### src/rtl/serial_add_sub.sv
// serial_add_sub: bit-serial WIDTH-bit adder/subtractor with a start/done handshake.
// One full-adder cell and one carry flop process the operands LSB first, one bit per clock.
// Subtraction is A + ~B + 1: B is inverted when it is latched, and the carry is seeded with 1.
// Optional build macro ADDSUB_OVF_EN adds an ovf output that reports two's-complement signed overflow.
module serial_add_sub #(
  parameter int WIDTH = 8,
  parameter int CNT_W = $clog2(WIDTH + 1)
) (
  input  logic             clk,
  input  logic             rst_n,
  input  logic             start,
  input  logic             sub,
  input  logic [WIDTH-1:0] a,
  input  logic [WIDTH-1:0] b,
  output logic             busy,
  output logic             done,
  output logic [WIDTH-1:0] s,
  output logic             cout
`ifdef ADDSUB_OVF_EN
  ,
  output logic             ovf
`endif
);

  typedef enum logic [1:0] {
    IDLE   = 2'd0,
    SHIFT  = 2'd1,
    FINISH = 2'd2
  } state_t;

  state_t             state_reg;
  state_t             state_next;

  logic [WIDTH-1:0]   opa_reg;
  logic [WIDTH-1:0]   opb_reg;
  logic [WIDTH-1:0]   acc_reg;
  logic               carry_reg;
  logic [CNT_W-1:0]   cnt_reg;
  logic [WIDTH-1:0]   s_reg;
  logic               cout_reg;
  logic               done_reg;
`ifdef ADDSUB_OVF_EN
  logic               cin_msb_reg;
  logic               ovf_reg;
`endif

  logic               sum_bit;
  logic               carry_next;
  logic               last_bit;

  // The single full-adder cell works on the current LSBs of the operand shift registers.
  assign sum_bit    = opa_reg[0] ^ opb_reg[0] ^ carry_reg;
  assign carry_next = (opa_reg[0] & opb_reg[0]) | (opa_reg[0] & carry_reg) | (opb_reg[0] & carry_reg);
  assign last_bit   = (cnt_reg == CNT_W'(WIDTH - 1));

  assign busy = (state_reg != IDLE);
  assign done = done_reg;
  assign s    = s_reg;
  assign cout = cout_reg;
`ifdef ADDSUB_OVF_EN
  assign ovf  = ovf_reg;
`endif

  // State register.
  always_ff @(posedge clk or negedge rst_n) begin
    if (!rst_n) begin
      state_reg <= IDLE;
    end else begin
      state_reg <= state_next;
    end
  end

  // Next state: accept start only in IDLE, and leave SHIFT once the WIDTH-th bit is processed.
  always_comb begin
    state_next = state_reg;
    case (state_reg)
      IDLE:    if (start) state_next = SHIFT;
      SHIFT:   if (last_bit) state_next = FINISH;
      FINISH:  state_next = IDLE;
      default: state_next = IDLE;
    endcase
  end

  // Datapath: latch operands on start, shift one bit per clock, publish the result after the last bit.
  always_ff @(posedge clk or negedge rst_n) begin
    if (!rst_n) begin
      opa_reg     <= '0;
      opb_reg     <= '0;
      acc_reg     <= '0;
      carry_reg   <= 1'b0;
      cnt_reg     <= '0;
      s_reg       <= '0;
      cout_reg    <= 1'b0;
      done_reg    <= 1'b0;
`ifdef ADDSUB_OVF_EN
      cin_msb_reg <= 1'b0;
      ovf_reg     <= 1'b0;
`endif
    end else begin
      done_reg <= 1'b0;
      case (state_reg)
        IDLE: begin
          if (start) begin
            opa_reg   <= a;
            opb_reg   <= b ^ {WIDTH{sub}};
            carry_reg <= sub;
            cnt_reg   <= '0;
          end
        end
        SHIFT: begin
          acc_reg   <= {sum_bit, acc_reg[WIDTH-1:1]};
          carry_reg <= carry_next;
          opa_reg   <= opa_reg >> 1;
          opb_reg   <= opb_reg >> 1;
          cnt_reg   <= cnt_reg + CNT_W'(1);
`ifdef ADDSUB_OVF_EN
          // The carry flop holds the carry into the MSB while the MSB is being summed.
          if (last_bit) cin_msb_reg <= carry_reg;
`endif
        end
        FINISH: begin
          s_reg    <= acc_reg;
          cout_reg <= carry_reg;
          done_reg <= 1'b1;
`ifdef ADDSUB_OVF_EN
          ovf_reg  <= cin_msb_reg ^ carry_reg;
`endif
        end
        default: ;
      endcase
    end
  end

endmodule

### config.mk
export PLATFORM = sky130hd
export DESIGN_NAME = serial_add_sub
export DESIGN_NICKNAME = d
export VERILOG_FILES = /design/src/rtl/serial_add_sub.sv
export SDC_FILE = /design/constraint.sdc
export NUM_CORES = 1
export LEC_CHECK = 0
export ABC_AREA = 1
export BUFFER_PORTS_ARGS = -buffer_cell sky130_fd_sc_hd__buf_2
export CAP_MARGIN = 10
export CORE_UTILIZATION = 50
export DETAILED_ROUTE_END_ITERATION = 8
export GPL_TIMING_DRIVEN = 0
export HOLD_SLACK_MARGIN = 0.05
export PLACE_DENSITY = 0.72
export SKIP_CTS_REPAIR_TIMING = 1
export SYNTH_ARGS = -nofsm -noshare
export SYNTH_HDL_FRONTEND = slang
export SYNTH_SLANG_ARGS = --single-unit
### constraint.sdc
create_clock -name clk -period 1.3 [get_ports clk]
set_input_delay 0.26 -clock clk [delete_from_list [all_inputs] [get_ports clk]]
set_output_delay 0.26 -clock clk [all_outputs]
set_load 0.01 [all_outputs]
==> flow_metrics.env <==
export IMPL_status="finished with violations"
export IMPL_violations="setup timing"
export IMPL_seq_area_frac_synth_pct=55.00
export IMPL_p_leak_nw=1.187
export IMPL_detail_route_wirelength_microns=3626
export IMPL_max_slew_margin_pct=41.23
export IMPL_cts_buffer_depth=2
export IMPL_final_setup_worst_slack_ns=-0.07274
export IMPL_synth_yosys_warnings=0
export IMPL_tritoncts_num_buffers=5
export IMPL_pre_cts_ws_ns=0.08564
export IMPL_critPathLaunchType="flip-flop"
export IMPL_finalCriticalPeriod_ns=1.373
export IMPL_worst_ep_arrival_time_ns=1.11
export IMPL_synth_top_area_share_pct=55.00
export IMPL_tritoncts_clock_tree="built"
export IMPL_cts_htree_levels=2
export IMPL_synthesis_instances=222
export IMPL_vias=1530
export IMPL_worst_setup_path_end_kind="output pin"
export IMPL_diodes=0
export IMPL_syn_mean_instance_area_sq_um=8.403
export IMPL_drv_cap=0
export IMPL_final_layout_size_suffix_gt1_share_pct=21.21
export IMPL_wl_per_cell_microns=11.70
export IMPL_antenna_found_initial=0
export IMPL_hp_class="in -> async"
export IMPL_antenna_left=0
export IMPL_synth_cells_most_frequent="sky130_fd_sc_hd__nand2_1 (75), sky130_fd_sc_hd__nand3_1 (47), sky130_fd_sc_hd__dfrtp_1 (41)"
export IMPL_area_growth_synth_to_final_pct=17.77
export IMPL_critPathKind="reg -> out"
export IMPL_syn_cell_area_sq_mm=0.001866
export IMPL_dp_hpwl_microns=2507
export IMPL_drc_markers=0
export IMPL_worst_slew_pin_slew_ns=0.8815
export IMPL_cts_num_sinks=41
export IMPL_synthArstFlopShare_pct=100.0
export IMPL_report_final_setup_viol=1
export IMPL_final_nets=285
export IMPL_worst_setup_path_startpoint="state_reg[1]$_DFFE_PN0P_"
export IMPL_synth_edf_count=0
export IMPL_grt_ovfl_total=0
export IMPL_max_freq_mhz=728.5
export IMPL_grt_pass1_vias=1412
export IMPL_grt_start_max_net_pins=42
export IMPL_crit_path_max_fanout=7
export IMPL_ys_flop_type="sky130_fd_sc_hd__dfrtp_1"
export IMPL_clk_transition_reported_paths_ns=0.08
export IMPL_die_area_sq_mm=0.003979
export IMPL_vias_per_cell=4.935
export IMPL_io_pin_count=31
export IMPL_powerDensity_mw_per_mm2=2070
export IMPL_hold_viol_final=0
export IMPL_yosysUniqueCellTypes=17
export IMPL_cts_root_buffer_cell="sky130_fd_sc_hd__clkbuf_8"
export IMPL_insertion_delay_ns=0.29
export IMPL_grt_setup_unrepaired="yes"
export IMPL_post_synth_main_area_contributors="sky130_fd_sc_hd__dfrtp_1 (55%), sky130_fd_sc_hd__nand2_1 (15%), sky130_fd_sc_hd__nand3_1 (13%)"
export IMPL_design_core_area_sq_mm=0.003442
export IMPL_r2r_start="state_reg[1]$_DFFE_PN0P_"
export IMPL_dieWidth_microns=63.08
export IMPL_port_buffer_count=28
export IMPL_placement_rows=21
export IMPL_final_period_utilization_pct=105.6
export IMPL_netlist_top_cell_by_area="sky130_fd_sc_hd__dfrtp_1"
export IMPL_drt_iter0_drc=76
export IMPL_final_setup_tns_ns=-0.07274
export IMPL_floorplan_die_height_microns=63.08
export IMPL_timing_max_transition_violations_final=0
export IMPL_finalClockSkew_ns=0.005201
export IMPL_required_ns=1.04
export IMPL_synth_seq_cells=41
export IMPL_groute_usage_overall_pct=20.44
export IMPL_synth_fp_nets=244
export IMPL_yosys_cell_count_top_type="sky130_fd_sc_hd__nand2_1"
export IMPL_ir_drop_mv=0.8577
export IMPL_floorplan_initialDensity_pct=54.20
export IMPL_grt_pass1_wl_microns=6230
export IMPL_final_weighted_congestion_of_routability_driven_global_placement=0.7733
export IMPL_detailedRoute_firstPassIterationCount=4
-- cells by family (layout without fill, tap and decap cells) --
family	Yosys count	in the layout	synth area share, %
flip-flops	41	41	55.00
adder cells (fa/ha/maj)	2	2	1.744
AO/OA/AOI/OAI	18	18	4.829
buffers and inverters	32	74	8.383
XOR/XNOR	2	2	0.9391
AND/OR/NAND/NOR	127	127	29.11
-- power breakdown --
group          switching [mW]  leakage [nW]  internal (mW)  total, mW
logic                   0.968         0.632          0.730       1.70
clock network           0.413        0.0450          0.372      0.785
registers               0.298         0.510           1.77       2.07
-- path summary, 6_finish.rpt --
check	to	cells after the start	slack, ns
max	busy	3	-0.07
min	done$_DFF_PN0_	1	0.09
max reg2reg	cnt_reg[2]$_DFFE_PN0P_	7	0.02
min reg2reg	s[3]$_DFFE_PN0P_	2	0.48
max in group asynchronous	state_reg[1]$_DFFE_PN0P_	1	0.61
min in group clk	opa_reg[7]$_DFFE_PN0P_	3	0.16
-- worst max-delay path, cell delays in order (launching register included) --
cell and delay, ns:
sky130_fd_sc_hd__dfrtp_2 0.43, sky130_fd_sc_hd__nor2_4 0.20, sky130_fd_sc_hd__inv_1 0.05, sky130_fd_sc_hd__buf_2 0.13
-- layout make-up --
cell class | instances | area (sq um)
clock inverters | 2 | 10.01
inverters | 21 | 80.08
well taps | 46 | 57.56
fillers | 330 | 1245
clock buffers | 6 | 72.57
multi-input cells | 149 | 688.2
plain buffers | 11 | 76.32
flip-flops and latches | 41 | 1027
repair buffers | 34 | 185.2
-- layer usage --
layer | vias to the layer above | part of all wire, % | GRT usage (%)
met5 | - | 0 | 0
met4 | 0 | 1.8 | 7.267
met3 | 8 | 4.3 | 5.435
met2 | 41 | 46 | 33.20
met1 | 689 | 48 | 26.20
li1 | 792 | - | -
-- per-stage QoR --
| stage | total power, mW | instance area, sq um | cells | hold WS (ns) | utilization [%] |
|---|---|---|---|---|---|
| 3_5_place_dp | 3.682 | 2063 | 296 | 0.4307 | 59.94 |
| 2_1_floorplan | 3.182 | 1866 | 222 | -0.03559 | - |
| 6_report | 4.549 | 2197 | 310 | 0.08607 | 63.83 |
| 4_1_cts | 4.477 | 2146 | 304 | 0.1145 | 62.34 |
| 5_1_grt | 4.925 | 2197 | 310 | 0.1447 | 63.83 |
| 3_3_place_gp | 3.622 | 2063 | 296 | 0.4267 | 59.94 |
-- layout by cell type (no fill, tap or decap), types with 2 or more instances in the layout --
cell,instances
sky130_fd_sc_hd__buf_2,35
sky130_fd_sc_hd__buf_4,7
sky130_fd_sc_hd__buf_6,3
sky130_fd_sc_hd__clkbuf_8,5
sky130_fd_sc_hd__clkinv_2,3
sky130_fd_sc_hd__dfrtp_1,40
sky130_fd_sc_hd__inv_1,20
sky130_fd_sc_hd__nand2_1,75
sky130_fd_sc_hd__nand3_1,47
sky130_fd_sc_hd__nor2_1,2
sky130_fd_sc_hd__o21ai_0,10
sky130_fd_sc_hd__o21ai_1,8
sky130_fd_sc_hd__xnor2_1,2
(Power assumes the default switching activity.)
